`src/rtl/fetch_pc_unit_if.sv`:
```
// Bundle between the fetch unit, instruction memory and decode:
// redirect input, memory request/response and the decode valid/ready register.
interface fetch_pc_unit_if;
  logic        jump_valid;
  logic [31:0] jump_addr;
  logic        imem_req;
  logic [31:0] imem_addr;
  logic        imem_ack;
  logic [31:0] imem_rdata;
  logic        out_valid;
  logic        out_ready;
  logic [31:0] out_instr;
  logic [31:0] out_pc;

  modport master (
    input  jump_valid, jump_addr, imem_ack, imem_rdata, out_ready,
    output imem_req, imem_addr, out_valid, out_instr, out_pc
  );

  modport slave (
    output jump_valid, jump_addr, imem_ack, imem_rdata, out_ready,
    input  imem_req, imem_addr, out_valid, out_instr, out_pc
  );
endinterface

```
`src/rtl/fetch_pc_unit.sv`:
```
// Instruction-fetch front end: owns the PC, fetches from word-addressed memory, squashes on redirect.
// Optional interrupt entry/return is enabled by defining FETCH_IRQ_EN.
module fetch_pc_unit #(
  parameter logic [31:0] RESET_PC   = 32'h0000_0000,
  parameter logic [31:0] IRQ_VECTOR = 32'h0000_0001
) (
  input  logic        clk,
  input  logic        reset_n,
`ifdef FETCH_IRQ_EN
  input  logic        irq,
  input  logic        reti,
  output logic        irq_ack,
  output logic [31:0] epc,
`endif
  fetch_pc_unit_if.master bus
);

  typedef enum logic [1:0] {ST_FETCH, ST_WAIT, ST_DISCARD} state_t;

  state_t      state;
  logic [31:0] pc;
  logic [31:0] pc_next;
  logic        run;
  logic        out_valid_q;
  logic [31:0] out_instr_q;
  logic [31:0] out_pc_q;
  logic        out_free;
  logic        redirect;
  logic [31:0] redirect_addr;
  logic        irq_take;
  logic        req_c;

  assign out_free = !out_valid_q || bus.out_ready;

`ifdef FETCH_IRQ_EN
  logic        in_irq;
  logic [31:0] epc_q;

  // A return from interrupt behaves like a redirect to epc unless a real jump wins.
  assign redirect      = bus.jump_valid || reti;
  assign redirect_addr = bus.jump_valid ? bus.jump_addr : epc_q;
  assign irq_take      = (state == ST_FETCH) && irq && !redirect && out_free && !in_irq;
  assign irq_ack       = irq_take;
  assign epc           = epc_q;

  always_ff @(posedge clk or negedge reset_n) begin
    if (!reset_n) begin
      in_irq <= 1'b0;
      epc_q  <= 32'h0;
    end else if (irq_take) begin
      in_irq <= 1'b1;
      epc_q  <= pc;
    end else if (reti) begin
      in_irq <= 1'b0;
    end
  end
`else
  assign redirect      = bus.jump_valid;
  assign redirect_addr = bus.jump_addr;
  assign irq_take      = 1'b0;
`endif

  always_comb begin
    req_c = 1'b1;
    if (state == ST_FETCH) begin
      req_c = run && out_free && !redirect && !irq_take;
    end
  end

  assign bus.imem_req  = req_c;
  assign bus.imem_addr = pc;
  assign bus.out_valid = out_valid_q;
  assign bus.out_instr = out_instr_q;
  assign bus.out_pc    = out_pc_q;

  // While a request is outstanding the address must not move, so a redirect
  // during WAIT is parked in pc_next and committed when the stale ack arrives.
  always_ff @(posedge clk or negedge reset_n) begin
    if (!reset_n) begin
      state       <= ST_FETCH;
      pc          <= RESET_PC;
      pc_next     <= RESET_PC;
      run         <= 1'b0;
      out_valid_q <= 1'b0;
      out_instr_q <= 32'h0;
      out_pc_q    <= 32'h0;
    end else begin
      run <= 1'b1;

      if (redirect) begin
        out_valid_q <= 1'b0;
      end else if (state == ST_WAIT && bus.imem_ack) begin
        out_valid_q <= 1'b1;
        out_instr_q <= bus.imem_rdata;
        out_pc_q    <= pc;
      end else if (out_valid_q && bus.out_ready) begin
        out_valid_q <= 1'b0;
      end

      case (state)
        ST_FETCH: begin
          if (redirect) begin
            pc <= redirect_addr;
          end else if (irq_take) begin
            pc <= IRQ_VECTOR;
          end else if (req_c) begin
            state <= ST_WAIT;
          end
        end
        ST_WAIT: begin
          if (bus.imem_ack) begin
            state <= ST_FETCH;
            pc    <= redirect ? redirect_addr : pc + 32'd1;
          end else if (redirect) begin
            pc_next <= redirect_addr;
            state   <= ST_DISCARD;
          end
        end
        ST_DISCARD: begin
          if (bus.imem_ack) begin
            state <= ST_FETCH;
            pc    <= redirect ? redirect_addr : pc_next;
          end else if (redirect) begin
            pc_next <= redirect_addr;
          end
        end
        default: state <= ST_FETCH;
      endcase
    end
  end

endmodule

```
`src/flat_wrapper.sv`:
```
// flat-port wrapper written by rule: the top's interface ports become plain ports
module fetch_pc_unit_flat 
#(
  parameter logic [31:0] RESET_PC   = 32'h0000_0000,
  parameter logic [31:0] IRQ_VECTOR = 32'h0000_0001
)
  (clk, reset_n, bus_jump_valid, bus_jump_addr, bus_imem_ack, bus_imem_rdata, bus_out_ready, bus_imem_req, bus_imem_addr, bus_out_valid, bus_out_instr, bus_out_pc);
  fetch_pc_unit_if bus_i ();
  input  logic clk;
  input  logic reset_n;
  input wire logic [$bits(bus_i.jump_valid)-1:0] bus_jump_valid;
  input wire logic [$bits(bus_i.jump_addr)-1:0] bus_jump_addr;
  input wire logic [$bits(bus_i.imem_ack)-1:0] bus_imem_ack;
  input wire logic [$bits(bus_i.imem_rdata)-1:0] bus_imem_rdata;
  input wire logic [$bits(bus_i.out_ready)-1:0] bus_out_ready;
  output wire logic [$bits(bus_i.imem_req)-1:0] bus_imem_req;
  output wire logic [$bits(bus_i.imem_addr)-1:0] bus_imem_addr;
  output wire logic [$bits(bus_i.out_valid)-1:0] bus_out_valid;
  output wire logic [$bits(bus_i.out_instr)-1:0] bus_out_instr;
  output wire logic [$bits(bus_i.out_pc)-1:0] bus_out_pc;
  assign bus_i.jump_valid = bus_jump_valid;
  assign bus_i.jump_addr = bus_jump_addr;
  assign bus_i.imem_ack = bus_imem_ack;
  assign bus_i.imem_rdata = bus_imem_rdata;
  assign bus_i.out_ready = bus_out_ready;
  assign bus_imem_req = bus_i.imem_req;
  assign bus_imem_addr = bus_i.imem_addr;
  assign bus_out_valid = bus_i.out_valid;
  assign bus_out_instr = bus_i.out_instr;
  assign bus_out_pc = bus_i.out_pc;
  fetch_pc_unit #(.RESET_PC(RESET_PC), .IRQ_VECTOR(IRQ_VECTOR)) u_core (.clk(clk), .reset_n(reset_n), .bus(bus_i));
endmodule
```
`config.mk`:
```
export PLATFORM = sky130hd
export DESIGN_NAME = fetch_pc_unit_flat
export DESIGN_NICKNAME = d
export VERILOG_FILES = /design/src/rtl/fetch_pc_unit_if.sv /design/src/rtl/fetch_pc_unit.sv /design/src/flat_wrapper.sv
export SDC_FILE = /design/constraint.sdc
export NUM_CORES = 1
export LEC_CHECK = 0
export ABC_AREA = 1
export CORE_AREA = 5 5 177 111
export DETAILED_ROUTE_END_ITERATION = 16
export DIE_AREA = 0 0 182 116
export PLACE_DENSITY = 0.67
export SETUP_SLACK_MARGIN = 0.1
export SYNTH_ARGS = -nofsm -noshare
export SYNTH_HDL_FRONTEND = slang
export SYNTH_SLANG_ARGS = --single-unit
```
`constraint.sdc`:
```
create_clock -name clk -period 2.4 [get_ports clk]
set_clock_uncertainty 0.1 [all_clocks]
set_input_delay 0.48 -clock clk [delete_from_list [all_inputs] [get_ports clk]]
set_output_delay 0.48 -clock clk [all_outputs]
set_load 0.01 [all_outputs]
```
==> reports/results.ini, run 1 <==
[yosys]
synth_cells=938
synth_largest_area_cell=dfrtp_1
synth_area_um2=7170
ys_types=31
synth_common_cells=333 x nand2_1, 132 x dfrtp_1, 110 x o21ai_0, 80 x nor2_1, 73 x inv_1
synth_edf_count=0
yosysWarningCount=0
syn-num-nets=1011
yosysSeqAreaShare_pct=46.1
syn_avg_cell_area_um2=7.64
yosys-top-cells-area=dfrtp_1 46%, nand2_1 17%, o21ai_0 7.7%
synthArstFlopShare_pct=100
ys_ff_latch=132
netlist.area_leader.share_pct=46.1
synth_most_common_cell=nand2_1
synth_ff_type=dfrtp_1

[setup_path]
cp.buffers_inverters=3
worstSetupPathType=in -> out
r2r_end=u_core.bus.imem_addr[22]$_DFFE_PN0P_
regToRegStartpoint=u_core.bus.imem_addr[1]$_DFFE_PN0P_
cp.required_ns=1.82
end_kind=primary output
critPathMaxStageDelay_ns=0.46
reg2reg_depth=14
cp_top_family=buffers and inverters
cp.arrival_ns=1.59
r2r_slack_ns=0.31
worstPathMaxFanout=3
startpoint_type=primary input
crit_path_top_delay_cell=clkdlybuf4s50_1
startpoint=bus_out_ready
crit_chain=clkdlybuf4s50_1 -> nor2_1 -> buf_4 -> o21ai_2 -> dlygate4sd2_1

[cts]
cts_setup_buffers=0
cts_buffers=17
ctsHtreeMaxLevel=4
path_clk_slew_ns=0.07
clk-insertion-delay-late_ns=0.42
cts.sinks=132
cts_tree=done
clock_tree.buffer_depth=2
clockRootBuffer=clkbuf_16

[die]
core_area_um2=17700
die_w_um=182
rows=38
dieArea_um2=21100
die_h_um=116
ios=167
start_util_pct=40.4

[global_route]
gr-usage-all-layers_pct=21.4
first_global_vias=6391
grt_max_degree=84
overflow=0
grt_pass1_wl_um=35400
antenna_found_initial=0

[routing]
ant_nets=0
drtPass1Iterations=5
wl_per_cell_um=16.5
num_vias=6751
drt_iter0_drc=873
vias_per_cell=4.97
wl_um=22400
drc=0

[outcome]
outcome=finished clean

[power_and_ir_drop]
vdd_ir_drop_max_v=0.000659
power_density_nw_per_um2=1410
leakagePower_nw=4.56
pwr-share-seq_pct=30.1
p_sw_mw=5.94
switching_share_pct=43.2
intPower_mw=7.79
clockPowerShare_pct=18.8
comb_power_share_pct=51.2

[placed_design]
place_inst=1325
dp_hpwl_um=16700
place_congestion=0.910
port_buffers=166
place_area_um2=9160

[final_layout]
fin_cells=1358
drive_gt1_share_pct=10.9
syn_to_final_growth_pct=36.0
postLayoutCellArea_um2=9750
fin_nets=1178
diodes=0

[sta]
min_period_ns=2.17
hold_viol=0
setup_violations=0
post-route-period-util_pct=90.6
drv_slew=0
timing.fmax_mhz=460
rsz0062_at_grt=false

[job]
cap_viol_max_count=0

[min_path]
hold_class=in -> async

routing by layer:
metal	GRT usage [%]	wire length, µm	vias to the layer above
met5	0	0	-
met4	4.65	204	0
met3	5.30	2090	22
met2	29.2	8820	268
met1	33.9	11300	3121
li1	-	-	3340
how the worst max path moves through the flow:
stage / to / depth (start not counted) / slack (ns)
floorplan: u_core.bus.out_instr[0]$_DFFE_PN0P_ / 8 / 0.62
global placement: bus_imem_req / 5 / -0.10
detailed placement: bus_imem_req / 5 / -0.11
CTS: bus_imem_req / 5 / 0.15
global route: u_core.bus.imem_addr[22]$_DFFE_PN0P_ / 14 / 0.16
finish: bus_imem_req / 5 / 0.23
final cells by class:
class,instances,area [µm²]
Sequential cell,132,3300
Clock inverter,15,160
Multi-Input combinational cell,685,3350
Clock buffer,17,425
Tap cell,240,300
Inverter,78,293
Timing Repair Buffer,191,1920
Fill cell,1638,7980
sequential cells by signal (all words and copies together), names as in the netlist:
name,count
u_core.bus.out_valid,1
u_core.run,1
u_core.bus.out_instr,32
u_core.state,2
u_core.pc_next,32
u_core.bus.imem_addr,32
u_core.bus.out_pc,32
power by group through the flow:
stage | Combinational (mW) | Sequential, mW | Clock [mW]
finish | 7.03 | 4.13 | 2.58
detailed placement | 6.96 | 4.15 | 0
global route | 7.73 | 4.26 | 2.71
floorplan | 3.54 | 4.31 | 0
global placement | 6.88 | 4.09 | 0
CTS | 7.00 | 4.11 | 2.62
through the flow:
stage          total power [mW]  TNS (ns)  hold WS (ns)  setup WS [ns]  util (%)
2_1_floorplan              7.85         0        0.0844          0.622         -
3_3_place_gp               11.0    -0.102         0.206         -0.102      51.6
3_5_place_dp               11.1    -0.114         0.207         -0.114      51.6
4_1_cts                    13.7         0         0.298          0.154      55.0
5_1_grt                    14.7         0         0.318          0.160      55.0
6_report                   13.7         0         0.314          0.226      55.0
cell families after synthesis:
| kind of cell | after synthesis | share of synthesized area [%] |
|---|---|---|
| AND/OR/NAND/NOR | 463 | 26.8 |
| flip-flops | 132 | 46.1 |
| AO/OA/AOI/OAI | 175 | 12.6 |
| multiplexers | 38 | 5.97 |
| buffers and inverters | 121 | 7.36 |
| adder cells (fa/ha/maj) | 4 | 0.698 |
| other | 1 | 0.0523 |
| XOR/XNOR | 4 | 0.489 |
placed cells by master, fill, tap and decap left out, types with 2 or more instances in the layout:
cell type,n
nand2_4,4
nand2_2,3
nor2_4,8
nor2_1,80
clkbuf_16,17
nor2_2,2
mux2_2,38
inv_8,6
nand3_1,29
o22ai_1,7
nand2_1,333
clkdlybuf4s50_1,163
o21ai_1,9
a31oi_1,2
inv_6,4
xor2_1,4
o211ai_1,2
dfrtp_1,132
buf_4,19
buf_12,6
clkinv_8,2
o21ai_0,110
ha_1,4
inv_2,4
inv_1,73
nor2_8,3
a21oi_1,41
clkinv_4,2
repair_timing:
item | 4_1_cts | 5_1_grt
pin swaps | 0 | 0
hold endpoints to repair | 4 | 0
setup endpoints to repair | 1 | 1
gates resized for setup | 1 | 1
hold buffers | 1 | 0
No activity file was read; power rests on OpenSTA's default activity.
==> run 2: changes to the inputs <==
--- a/config.mk
+++ b/config.mk
@@ -6,9 +6,9 @@
 export NUM_CORES = 1
 export LEC_CHECK = 0
 export ABC_AREA = 1
-export CORE_AREA = 5 5 177 111
+export CORE_AREA = 2 2 174 108
 export DETAILED_ROUTE_END_ITERATION = 16
-export DIE_AREA = 0 0 182 116
+export DIE_AREA = 0 0 176 110
 export PLACE_DENSITY = 0.67
 export SETUP_SLACK_MARGIN = 0.1
 export SYNTH_ARGS = -nofsm -noshare
==> reports/results.ini, run 2 (same netlist as run 1, synthesis figures left out) <==
[routing]
drtPass1Iterations=7
vias_per_cell=4.96
wl_um=21700
ant_nets=0
wl_per_cell_um=16.0
drc=0
num_vias=6735
drt_iter0_drc=570

[power_and_ir_drop]
vdd_ir_drop_max_v=0.000669
leakagePower_nw=4.55
power_density_nw_per_um2=1390

[sta]
timing.fmax_mhz=458
maxSlewHeadroom_pct=66.3
post-route-period-util_pct=91.0
hold_viol=0
rsz0062_at_grt=false
min_period_ns=2.18
drv_slew=0
setup_violations=0
tightestPinTransition_ns=0.506

[cts]
clk-insertion-delay-late_ns=0.42
clockRootBuffer=clkbuf_16
ctsHtreeMaxLevel=4
cts_buffers=17
cts.sinks=132
clock_tree.buffer_depth=2
cts_tree=done
path_clk_slew_ns=0.06

[final_layout]
syn_to_final_growth_pct=35.6
final_cell_mix=333 x nand2_1, 163 x clkdlybuf4s50_1, 132 x dfrtp_1
postLayoutCellArea_um2=9720
utilization_pct=54.8
diodes=0
fin_nets=1179
layout_commonest_cell=nand2_1
drive_gt1_share_pct=11.0

[global_route]
grt_pass1_wl_um=34400
first_global_vias=6232
grt_max_degree=49
antenna_found_initial=0
gr-usage-all-layers_pct=23.3
overflow=0

[setup_path]
startpoint_type=primary input
crit_path_top_delay_cell=clkdlybuf4s50_1
critPathMaxStageDelay_ns=0.47
worstSetupPathType=in -> out
reg2reg_depth=12
cp.required_ns=1.82
regToRegStartpoint=u_core.bus.imem_addr[1]$_DFFE_PN0P_
worstPathMaxFanout=3
r2r_end=u_core.bus.imem_addr[14]$_DFFE_PN0P_
end_kind=primary output
cp.arrival_ns=1.60
crit_chain=clkdlybuf4s50_1 -> nor2_1 -> buf_4 -> o21ai_2 -> dlygate4sd2_1
r2r_slack_ns=0.31

[die]
core_area_um2=17700
dieArea_um2=19400
die_w_um=176
ios=167
start_util_pct=40.4
die_h_um=110
rows=38

[min_path]
hold_depth=2
hold_class=reg -> reg
hold_start=u_core.bus.out_pc[26]$_DFFE_PN0P_
min_to=u_core.bus.out_pc[26]$_DFFE_PN0P_

[placed_design]
dp_hpwl_um=16000
place_congestion=0.857
port_buffers=166
place_area_um2=9140

[job]
cap_viol_max_count=0

[outcome]
outcome=finished clean

-- run 2: cell count changes in the layout (fill, tap and decap cells not counted), sizes merged --
cell and change:
clkinv +2, bufinv +1, clkinvlp +1, inv -4, buf +1
-- run 2: power breakdown --
group          internal [mW]  switching [mW]
Sequential              3.30           0.838
Clock                   1.45            1.10
Combinational           3.00            3.84
Total                   7.76            5.78
-- run 2: how the worst max path moves through the flow --
| stage | startpoint | slack (ns) | to | cells past startpoint |
|---|---|---|---|---|
| final | bus_out_ready | 0.22 | bus_imem_req | 5 |
| after global routing | u_core.bus.imem_addr[1]$_DFFE_PN0P_ | 0.14 | u_core.bus.imem_addr[14]$_DFFE_PN0P_ | 12 |
| after CTS | bus_out_ready | 0.15 | bus_imem_req | 5 |
| after detailed placement | bus_out_ready | -0.12 | bus_imem_req | 5 |
| after global placement | bus_out_ready | -0.10 | bus_imem_req | 5 |
| after floorplan | u_core.state[1]$_DFFE_PN0P_ | 0.62 | u_core.bus.out_instr[0]$_DFFE_PN0P_ | 8 |
-- run 2: area by class of cell --
class	count	area [µm²]
Tap cell	240	300
Sequential cell	132	3300
Clock inverter	15	148
Clock buffer	17	425
Multi-Input combinational cell	685	3350
Fill cell	1638	8010
Inverter	78	293
Timing Repair Buffer	192	1900
-- run 2: routing by layer --
layer	track usage [%]	up-vias	part of all wire (%)
met1	36.8	3083	51
met3	6.38	16	9.8
met2	31.4	286	39
li1	-	3350	-
met4	4.43	0	0.73
met5	0	-	0
-- run 2: metrics by stage --
stage	setup TNS, ns	worst slack (ns)	instances	total power, mW	hold WS, ns
3_3_place_gp	-0.101	-0.101	1326	10.8	0.365
6_report	0	0.216	1359	13.5	0.380
3_5_place_dp	-0.117	-0.117	1326	10.9	0.373
5_1_grt	0	0.142	1359	14.6	0.416
2_1_floorplan	0	0.622	938	7.85	0.0844
4_1_cts	0	0.148	1359	13.5	0.389
-- run 2: timing repair --
action / in CTS / in global routing
hold endpoints to repair: 29 / 0
hold buffers: 1 / 0
setup buffers: 0 / 0
cloned: 0 / 0
setup endpoints to repair: 1 / 1
gates resized for setup: 1 / 1
-- run 2: critical path, delay by kind of cell --
| family | cells | cell delay, ns |
|---|---|---|
| buffers and inverters | 3 | 0.92 |
| AOI/OAI and AO/OA | 1 | 0.15 |
| and+or+nand+nor | 1 | 0.05 |
